<file path="src/rtl/mmio_pkg.sv">
// Shared constants for the memory-mapped seven-segment display: register map,
// store-type encodings, CTRL bit positions and the active-low hex segment table.
package mmio_pkg;

    localparam logic [15:0] ADDR_DATA   = 16'hffec;
    localparam logic [15:0] ADDR_CTRL   = 16'hfff0;
    localparam logic [15:0] ADDR_STATUS = 16'hfff4;

    typedef enum logic [2:0] {
        MW_NONE = 3'b000,
        MW_SW   = 3'b001,
        MW_SH   = 3'b010,
        MW_SB   = 3'b100
    } mem_wr_e;

    typedef enum logic [1:0] {
        REG_NONE,
        REG_DATA,
        REG_CTRL,
        REG_STATUS
    } reg_sel_e;

    localparam int unsigned CTRL_EN_BIT    = 0;
    localparam int unsigned CTRL_BLANK_LSB = 8;
    localparam int unsigned CTRL_BLANK_MSB = 15;

    // Segment order {g,f,e,d,c,b,a}, 0 = segment lit.
    localparam logic [6:0] SEG_TABLE [16] = '{
        7'h40, 7'h79, 7'h24, 7'h30, 7'h19, 7'h12, 7'h02, 7'h78,
        7'h00, 7'h10, 7'h08, 7'h03, 7'h46, 7'h21, 7'h06, 7'h0E
    };

endpackage

</file>
<file path="src/rtl/seg_decoder.sv">
// Hex nibble to active-low seven-segment pattern.
module seg_decoder
    import mmio_pkg::*;
(
    input  logic [3:0] nibble,
    output logic [6:0] seg
);

    always_comb begin
        seg = SEG_TABLE[nibble];
    end

endmodule

</file>
<file path="src/rtl/mmio_display.sv">
// Memory-mapped 8-digit seven-segment display: DATA/CTRL/STATUS registers on the
// CPU data bus and a registered, tear-free digit scanner driving AN/SEG.
module mmio_display
    import mmio_pkg::*;
#(
    parameter logic [15:0] BASE_ADDR = ADDR_DATA,
    parameter int unsigned SCAN_DIV  = 50000
) (
    input  logic        Clk,
    input  logic        Reset,
    input  logic [15:0] Ad,
    input  logic [31:0] WrData,
    input  logic [2:0]  MemWr,
    output logic [31:0] RData,
    output logic        Hit,
    output logic [7:0]  AN,
    output logic [6:0]  SEG
);

    localparam logic [13:0] WORD_DATA   = BASE_ADDR[15:2];
    localparam logic [13:0] WORD_CTRL   = 14'(BASE_ADDR[15:2] + 14'd1);
    localparam logic [13:0] WORD_STATUS = 14'(BASE_ADDR[15:2] + 14'd2);
    localparam logic [15:0] CNT_MAX     = 16'(SCAN_DIV - 1);

    logic [31:0] data_q, data_d;
    logic [31:0] shadow_q, shadow_d;
    logic        en_q, en_d;
    logic [7:0]  blank_q, blank_d;
    logic [15:0] cnt_q, cnt_d;
    logic [2:0]  idx_q, idx_d;
    logic [7:0]  frame_q, frame_d;
    logic [7:0]  an_q, an_d;
    logic [6:0]  seg_q, seg_d;
    logic [6:0]  seg_dec;
    reg_sel_e    reg_sel;

    seg_decoder u_seg_decoder (
        .nibble (shadow_q[{idx_q, 2'b00} +: 4]),
        .seg    (seg_dec)
    );

    always_comb begin
        reg_sel = REG_NONE;
        if (Ad[15:2] == WORD_DATA)        reg_sel = REG_DATA;
        else if (Ad[15:2] == WORD_CTRL)   reg_sel = REG_CTRL;
        else if (Ad[15:2] == WORD_STATUS) reg_sel = REG_STATUS;

        Hit = (reg_sel != REG_NONE);
        case (reg_sel)
            REG_DATA:   RData = data_q;
            REG_CTRL:   RData = {16'b0, blank_q, 7'b0, en_q};
            REG_STATUS: RData = {16'b0, frame_q, 5'b0, idx_q};
            default:    RData = '0;
        endcase
    end

    // Big-endian lanes: byte offset 0 is bits 31:24.
    always_comb begin
        data_d  = data_q;
        en_d    = en_q;
        blank_d = blank_q;
        if (reg_sel == REG_DATA) begin
            if (MemWr == MW_SW && Ad[1:0] == 2'b00) begin
                data_d = WrData;
            end else if (MemWr == MW_SH && !Ad[0]) begin
                if (Ad[1]) data_d[15:0]  = WrData[15:0];
                else       data_d[31:16] = WrData[15:0];
            end else if (MemWr == MW_SB) begin
                case (Ad[1:0])
                    2'd0:    data_d[31:24] = WrData[7:0];
                    2'd1:    data_d[23:16] = WrData[7:0];
                    2'd2:    data_d[15:8]  = WrData[7:0];
                    default: data_d[7:0]   = WrData[7:0];
                endcase
            end
        end else if (reg_sel == REG_CTRL && MemWr == MW_SW && Ad[1:0] == 2'b00) begin
            en_d    = WrData[CTRL_EN_BIT];
            blank_d = WrData[CTRL_BLANK_MSB:CTRL_BLANK_LSB];
        end
    end

    // Shadow latches the pre-store DATA on the 7->0 wrap so a frame never tears.
    always_comb begin
        cnt_d    = cnt_q;
        idx_d    = idx_q;
        frame_d  = frame_q;
        shadow_d = shadow_q;
        an_d     = '1;
        seg_d    = '1;
        if (en_q) begin
            an_d  = ~(8'd1 << idx_q) | blank_q;
            seg_d = seg_dec;
            if (cnt_q == CNT_MAX) begin
                cnt_d = '0;
                idx_d = idx_q + 3'd1;
                if (idx_q == 3'd7) begin
                    shadow_d = data_q;
                    frame_d  = frame_q + 8'd1;
                end
            end else begin
                cnt_d = cnt_q + 16'd1;
            end
        end
    end

    always_ff @(posedge Clk) begin
        if (Reset) begin
            data_q   <= '0;
            shadow_q <= '0;
            en_q     <= 1'b1;
            blank_q  <= '0;
            cnt_q    <= '0;
            idx_q    <= '0;
            frame_q  <= '0;
            an_q     <= '1;
            seg_q    <= '1;
        end else begin
            data_q   <= data_d;
            shadow_q <= shadow_d;
            en_q     <= en_d;
            blank_q  <= blank_d;
            cnt_q    <= cnt_d;
            idx_q    <= idx_d;
            frame_q  <= frame_d;
            an_q     <= an_d;
            seg_q    <= seg_d;
        end
    end

    assign AN  = an_q;
    assign SEG = seg_q;

endmodule

</file>
<file path="config.mk">
export PLATFORM = sky130hd
export DESIGN_NAME = mmio_display
export DESIGN_NICKNAME = d
export VERILOG_FILES = /design/src/rtl/mmio_pkg.sv /design/src/rtl/seg_decoder.sv /design/src/rtl/mmio_display.sv
export SDC_FILE = /design/constraint.sdc
export NUM_CORES = 1
export LEC_CHECK = 0
export ABC_AREA = 1
export CAP_MARGIN = 20
export CORE_MARGIN = 10
export CORE_UTILIZATION = 49
export CTS_CLUSTER_SIZE = 30
export DETAILED_ROUTE_END_ITERATION = 12
export GPL_ROUTABILITY_DRIVEN = 1
export PLACE_DENSITY = 0.77
export SYNTH_ARGS = -nofsm -noshare
export SYNTH_HDL_FRONTEND = slang
export SYNTH_SLANG_ARGS = --single-unit
export TNS_END_PERCENT = 1
</file>
<file path="constraint.sdc">
create_clock -name Clk -period 2.02 [get_ports Clk]
set_input_delay 0.404 -clock Clk [delete_from_list [all_inputs] [get_ports Clk]]
set_output_delay 0.404 -clock Clk [all_outputs]
set_load 0.03 [all_outputs]
</file>
### Word-level counts from Yosys, hierarchy flattened

Memories as Yosys holds them, arrays and structs flattened. A register that Yosys moved wholly into a read port is not among the register bits.
Cells that the tools add are included.

| operators by class | value |
|---|---|
| add/subtract/negate cells | 3 |
| eq/ne operators | 16 |
| shift operators | 2 |
| multiplexer cells | 14 |
| bitwise operators | 5 |
| reduce and logical (&&, ||, !) cells | 20 |

Operators by type and width:

| operator | count |
|---|---|
| 2-to-1 mux 32 bit | 3 |
| one-hot mux 32 bit (3 select lines) | 1 |
| 2-to-1 mux 16 bit | 3 |
| == test 14 bit, second input constant | 3 |
| 2-to-1 mux 8 bit | 4 |
| indexed part select 32 x 6 -> 4 bit | 1 |
| adder 16 x 1 -> 16 bit, second input constant | 1 |
| == test 16 bit, second input constant | 1 |
| AND reduction 4 bit | 4 |
| nonzero test 3 bit | 4 |
| adder 8 x 1 -> 8 bit, second input constant | 1 |
| inverter 8 bit | 1 |
| OR 8 bit | 1 |
| << shifter 1 x 3 -> 8 bit, first input constant | 1 |
| == test 2 bit, second input constant | 3 |
| == test 3 bit, second input constant | 2 |
| 2-to-1 mux 2 bit | 3 |
| != test 3 bit, second input constant | 2 |
| inverter 4 -> 5 bit | 1 |
| == test 2 x 1 -> 1 bit, second input constant | 2 |
| logical AND 1 bit | 4 |
| AND reduction 2 bit | 2 |
| adder 3 x 1 -> 3 bit, second input constant | 1 |
| == test 3 x 1 -> 1 bit, second input constant | 1 |
| 9 further kinds | 10 |

| word-level totals | value |
|---|---|
| register bits after elaboration | 108 |
| bits in read-only memories | 112 |
| bits of input ports | 53 |
| output and inout port bits | 48 |
| logic and storage cells | 72 |
| memories kept | 1 |

Memory list:

| name | depth | bits a word | rd ports | clocked after Yosys merged registers in | wr ports | line | RTL |
|---|---|---|---|---|---|---|---|
| (name not given) | 16 | 7 | 1 | 1 | 0 | seg_decoder.sv:10 | `seg = SEG_TABLE[nibble];` |

### Longest topological paths before layout

| depth | value |
|---|---|
| word-level depth | 8 |
| gate-level depth with buffers | 13 |
| mapped depth without buffers | 11 |

### By module

Synthesis repeated with hierarchy kept, for this count alone.

| second synthesis, totals | value |
|---|---|
| cells, all modules | 920 |
| area, all modules | 5978.2 sq um |

Modules (own cells, without submodules):

| module | instances | cells each | area an instance (sq um) |
|---|---|---|---|
| mmio_display | 1 | 871 | 5704.2 |
| seg_decoder | 1 | 49 | 274.0 |

### Worst setup path before layout

OpenSTA, ideal clock, no wires.

| timing path | value |
|---|---|
| kind | input-to-output |
| start point | input port Ad[7] |
| end point | output port RData[1] |
| arrival | 1.710 ns |
| required time | 1.616 ns |
| path slack | -0.094 ns |
| stages | 7 |
| buffers on the path | 1 |
| path through | nand2_1 > nor2_2 > nand2_1 > nor2_2 > buf_2 > inv_1 > o21ai_0 |

| between the ends | value |
|---|---|
| longest elaborated chain between the ends | 6 |
| elaborated cells between the ends (all ways) | 10 |
| those cells by class | eq/ne (6); mux (4) |

RTL lines:

| what | line | RTL |
|---|---|---|
| from (decl) | mmio_display.sv:11 | `input logic [15:0] Ad,` |
| == test 14 bit | mmio_display.sv:46 | `else if (Ad[15:2] == WORD_STATUS) reg_sel = REG_STATUS;` |
| 2-to-1 mux 2 bit | mmio_display.sv:46 |  |
| 2-to-1 mux 2 bit | mmio_display.sv:45 | `else if (Ad[15:2] == WORD_CTRL) reg_sel = REG_CTRL;` |
| 2-to-1 mux 2 bit * | mmio_display.sv:44 | `if (Ad[15:2] == WORD_DATA) reg_sel = REG_DATA;` |
| == test 2 bit / == test 2 x 1 -> 1 bit (equally long branches) | mmio_display.sv:49 | `case (reg_sel)` |
| one-hot mux 32 bit (3 select lines) * | mmio_display.sv:49 |  |
| to (decl) | mmio_display.sv:14 | `output logic [31:0] RData,` |

Every way passes the cells marked *; elsewhere a longest branch is shown, timed or not.

### Worst setup path in the final report

| timing path | value |
|---|---|
| start point | input port Ad[4] |
| end point | output port RData[10] |

The elaborated chain is that of the path after synthesis.

==> impl_metrics.env <==
export IMPL_whs_ns=0.4645
export IMPL_clock_skew_ns=0.006657
export IMPL_drv_slew=0
export IMPL_power_frac_clock_pct=53.1
export IMPL_r2r_cells=11
export IMPL_clockRootBuffer="clkbuf_16"
export IMPL_ff2ff_setup_slack_ns=0.19
export IMPL_ioPinCount=101
export IMPL_multiInputGateArea_um2=3405
export IMPL_rows=40
export IMPL_max_freq_ghz=0.5022
export IMPL_synth_seq_area_share_pct=37.48
export IMPL_synth_most_common_cell="nand2_1"
export IMPL_required_ns=1.62
export IMPL_finalHoldViolations=0
export IMPL_worstSkewPairLatency_ns=0.41
export IMPL_fin_crit_ns=1.991
export IMPL_gp_congestion=0.9403
export IMPL_fin_crit_sh_pct=98.58
export IMPL_crit_path_max_fanout=5
export IMPL_cts_max_level=4
export IMPL_cp_arrival_ns=1.59
export IMPL_postLayoutCellArea_um2=8303
export IMPL_dr_pass1_iters=5
export IMPL_setup_viol=0
export IMPL_placed_area_um2=7532
export IMPL_grt_first_pass_wirelength_um=30790
export IMPL_synth_common_cells="nand2_1 (284), nor2_1 (129), nand3_1 (120)"
export IMPL_synth_fp_nets=1014
export IMPL_wl_per_cell_um=14.76
export IMPL_syn_to_final_growth_pct=35.18
export IMPL_cts_inserted_buffers=17
export IMPL_reg2reg_to="SEG[3]"
export IMPL_dp_final_hpwl_um=13680
export IMPL_tightest_slew_ns=0.3324
export IMPL_synth_cell_types=36
export IMPL_end_kind="output pin"
export IMPL_netlist_area_um2=6142
export IMPL_r2r_start="idx_q[1]"
export IMPL_finalPower_w=0.005603
export IMPL_io_buffers=100
export IMPL_run_status="finished, final reports clean"
export IMPL_power_internal_w=0.004414
export IMPL_diodes=0
export IMPL_vias=6575
export IMPL_path_clk_slew_ns=0.05
export IMPL_ys_seq_elements=115
export IMPL_drive_above_1_share_pct=18.38
export IMPL_vias_per_cell=5.235
export IMPL_startpoint_type="primary input"
export IMPL_clock_sinks=115
export IMPL_ys_async_sr_fraction_pct=0
export IMPL_synthTopCellsByArea="dfxtp_1 (37%), nand2_1 (17%), nand3_1 (9.8%)"
export IMPL_crit_start="Ad[4]"
export IMPL_yosys_warnings=0
export IMPL_wl_um=18540
export IMPL_cts_buffer_depth=2
export IMPL_swShare_pct=21.22
export IMPL_grt_start_max_net_pins=50
export IMPL_hold_class="flip-flop to flip-flop"
export IMPL_p_leak_nw=3.767
export IMPL_nets=1145
export IMPL_hold_buffers=0
export IMPL_cap_violations=0
export IMPL_antenna_found_initial=0
export IMPL_cp_common_cell="buf_6"
export IMPL_cts_tree="yes"
export IMPL_drc=0
export IMPL_crit_end="RData[10]"
export IMPL_netSwitchingPower_w=0.001189
export IMPL_postSynthAreaPerCell_um2=6.486
export IMPL_path_cells="buf_6 > inv_2 > buf_6 > nand3_2 > nand2_2 > nand4_1 > nor2_1 > buf_4 > buf_6 > nand2_2 > nand3_2 > buf_12"
export IMPL_p_seq_share_pct=40.9
export IMPL_die_area_um2=17410
export IMPL_grt_overflow=0
export IMPL_relSlewSlack_pct=77.76
export IMPL_regArea_um2=2306
export IMPL_critPathSlowestCell="buf_4"
export IMPL_ant_nets=0
export IMPL_die_x_um=132.0
export IMPL_die_h_um=132.0
export IMPL_drt_iter0_drc=647
export IMPL_peakVddDrop_mv=0.6190
export IMPL_grt_pass1_vias=6193
export IMPL_path_class="primary input to output pin"
export IMPL_synthCells=947
export IMPL_track_usage_pct=21.23
export IMPL_yosysTopAreaCell="dfxtp_1"
export IMPL_combPwrFrac_pct=6.0
export IMPL_start_util_pct=50.50
export IMPL_critPathMaxStageDelay_ns=0.15
export IMPL_fill_cells=1068
export IMPL_core_um2=12160
export IMPL_synth_ff_type="dfxtp_1"
export IMPL_synth_top_area_share_pct=37.48
export IMPL_synth_edf_count=0
export IMPL_rsz0062_at_grt="yes"
export IMPL_p_per_area_nw_per_um2=674.8
-- power by group through the flow --
stage / registers, W / clock network, W / logic (W)
after floorplan: 0.00235 / 0 / 0.000123
after global placement: 0.00234 / 0 / 0.000330
after detailed placement: 0.00234 / 0 / 0.000332
after global routing: 0.00229 / 0.00311 / 0.000366
final: 0.00229 / 0.00298 / 0.000339
after CTS: 0.00229 / 0.00300 / 0.000327
-- layer usage --
metal / track usage (%) / vias up / routed length [µm]
met5: 0 / - / 0
met3: 5.945 / 29 / 1461
met4: 5.871 / 0 / 280
met1: 27.69 / 3020 / 8175
met2: 33.42 / 243 / 8621
li1: - / 3283 / -
-- worst max-delay path, delay by kind of cell --
family        cells  cell delay (ns)
buf+inv           6             0.67
simple gates      6             0.50
-- through the flow --
step | util [%] | setup TNS, ns | std cells | setup slack, ns
2_1_floorplan | - | -0.5298 | 947 | -0.09400
3_3_place_gp | 61.93 | -14.09 | 1224 | -0.3569
3_5_place_dp | 61.93 | -16.63 | 1224 | -0.3880
4_1_cts | 67.56 | 0 | 1256 | 0.003035
5_1_grt | 68.27 | -0.3271 | 1256 | -0.04039
6_report | 68.27 | 0 | 1256 | 0.02874
-- cell usage in the layout, fill, tap and decap left out, types with 17 or more instances in the layout --
master / count
nor2_1: 116
buf_4: 66
a21oi_1: 54
clkbuf_16: 17
clkdlybuf4s50_1: 53
nand2_1: 273
o21ai_0: 25
inv_1: 77
dfxtp_1: 114
nand3_1: 110
-- worst min-delay path by stage --
| stage | start | to | slack (ns) | cells past startpoint |
|---|---|---|---|---|
| final | data_q[21] | data_q[21] | 0.46 | 2 |
| after global routing | data_q[21] | data_q[21] | 0.48 | 2 |
| after CTS | data_q[21] | data_q[21] | 0.46 | 2 |
| after detailed placement | data_q[23] | data_q[23] | 0.45 | 2 |
| after global placement | data_q[21] | data_q[21] | 0.45 | 2 |
| after floorplan | blank_q[3] | AN[3] | 0.44 | 1 |
-- area by class of cell --
| class | instances | area share [%] |
|---|---|---|
| multi-input cells | 699 | 41.00 |
| flip-flops and latches | 115 | 27.77 |
| repair buffers | 153 | 17.41 |
| well taps | 168 | 2.532 |
| clock inverters | 10 | 1.627 |
| clock buffers | 19 | 5.455 |
| inverters | 92 | 4.204 |
-- kinds of logic after synthesis --
group / Yosys count / share of synthesized area [%]
flops: 115 / 37.48
simple gates: 578 / 40.11
buf+inv: 133 / 9.350
fa+ha+maj: 14 / 2.852
xor+xnor: 8 / 1.141
compound gates: 99 / 9.065
-- repair_timing --
action | CTS | global route
buffers inserted | 2 | 0
cloned | 1 | 0
endpoints found under the setup margin | 33 | 57
resized for setup | 62 | 38
pin swaps | 13 | 5
-- sequential cells by signal, indices dropped and copies added (netlist names) --
name,cells
data_q,32
shadow_q,32
cnt_q,16
AN,8
blank_q,8
frame_q,8
SEG,7
idx_q,3
en_q,1
Note: power is estimated with default switching activity, not from simulation.
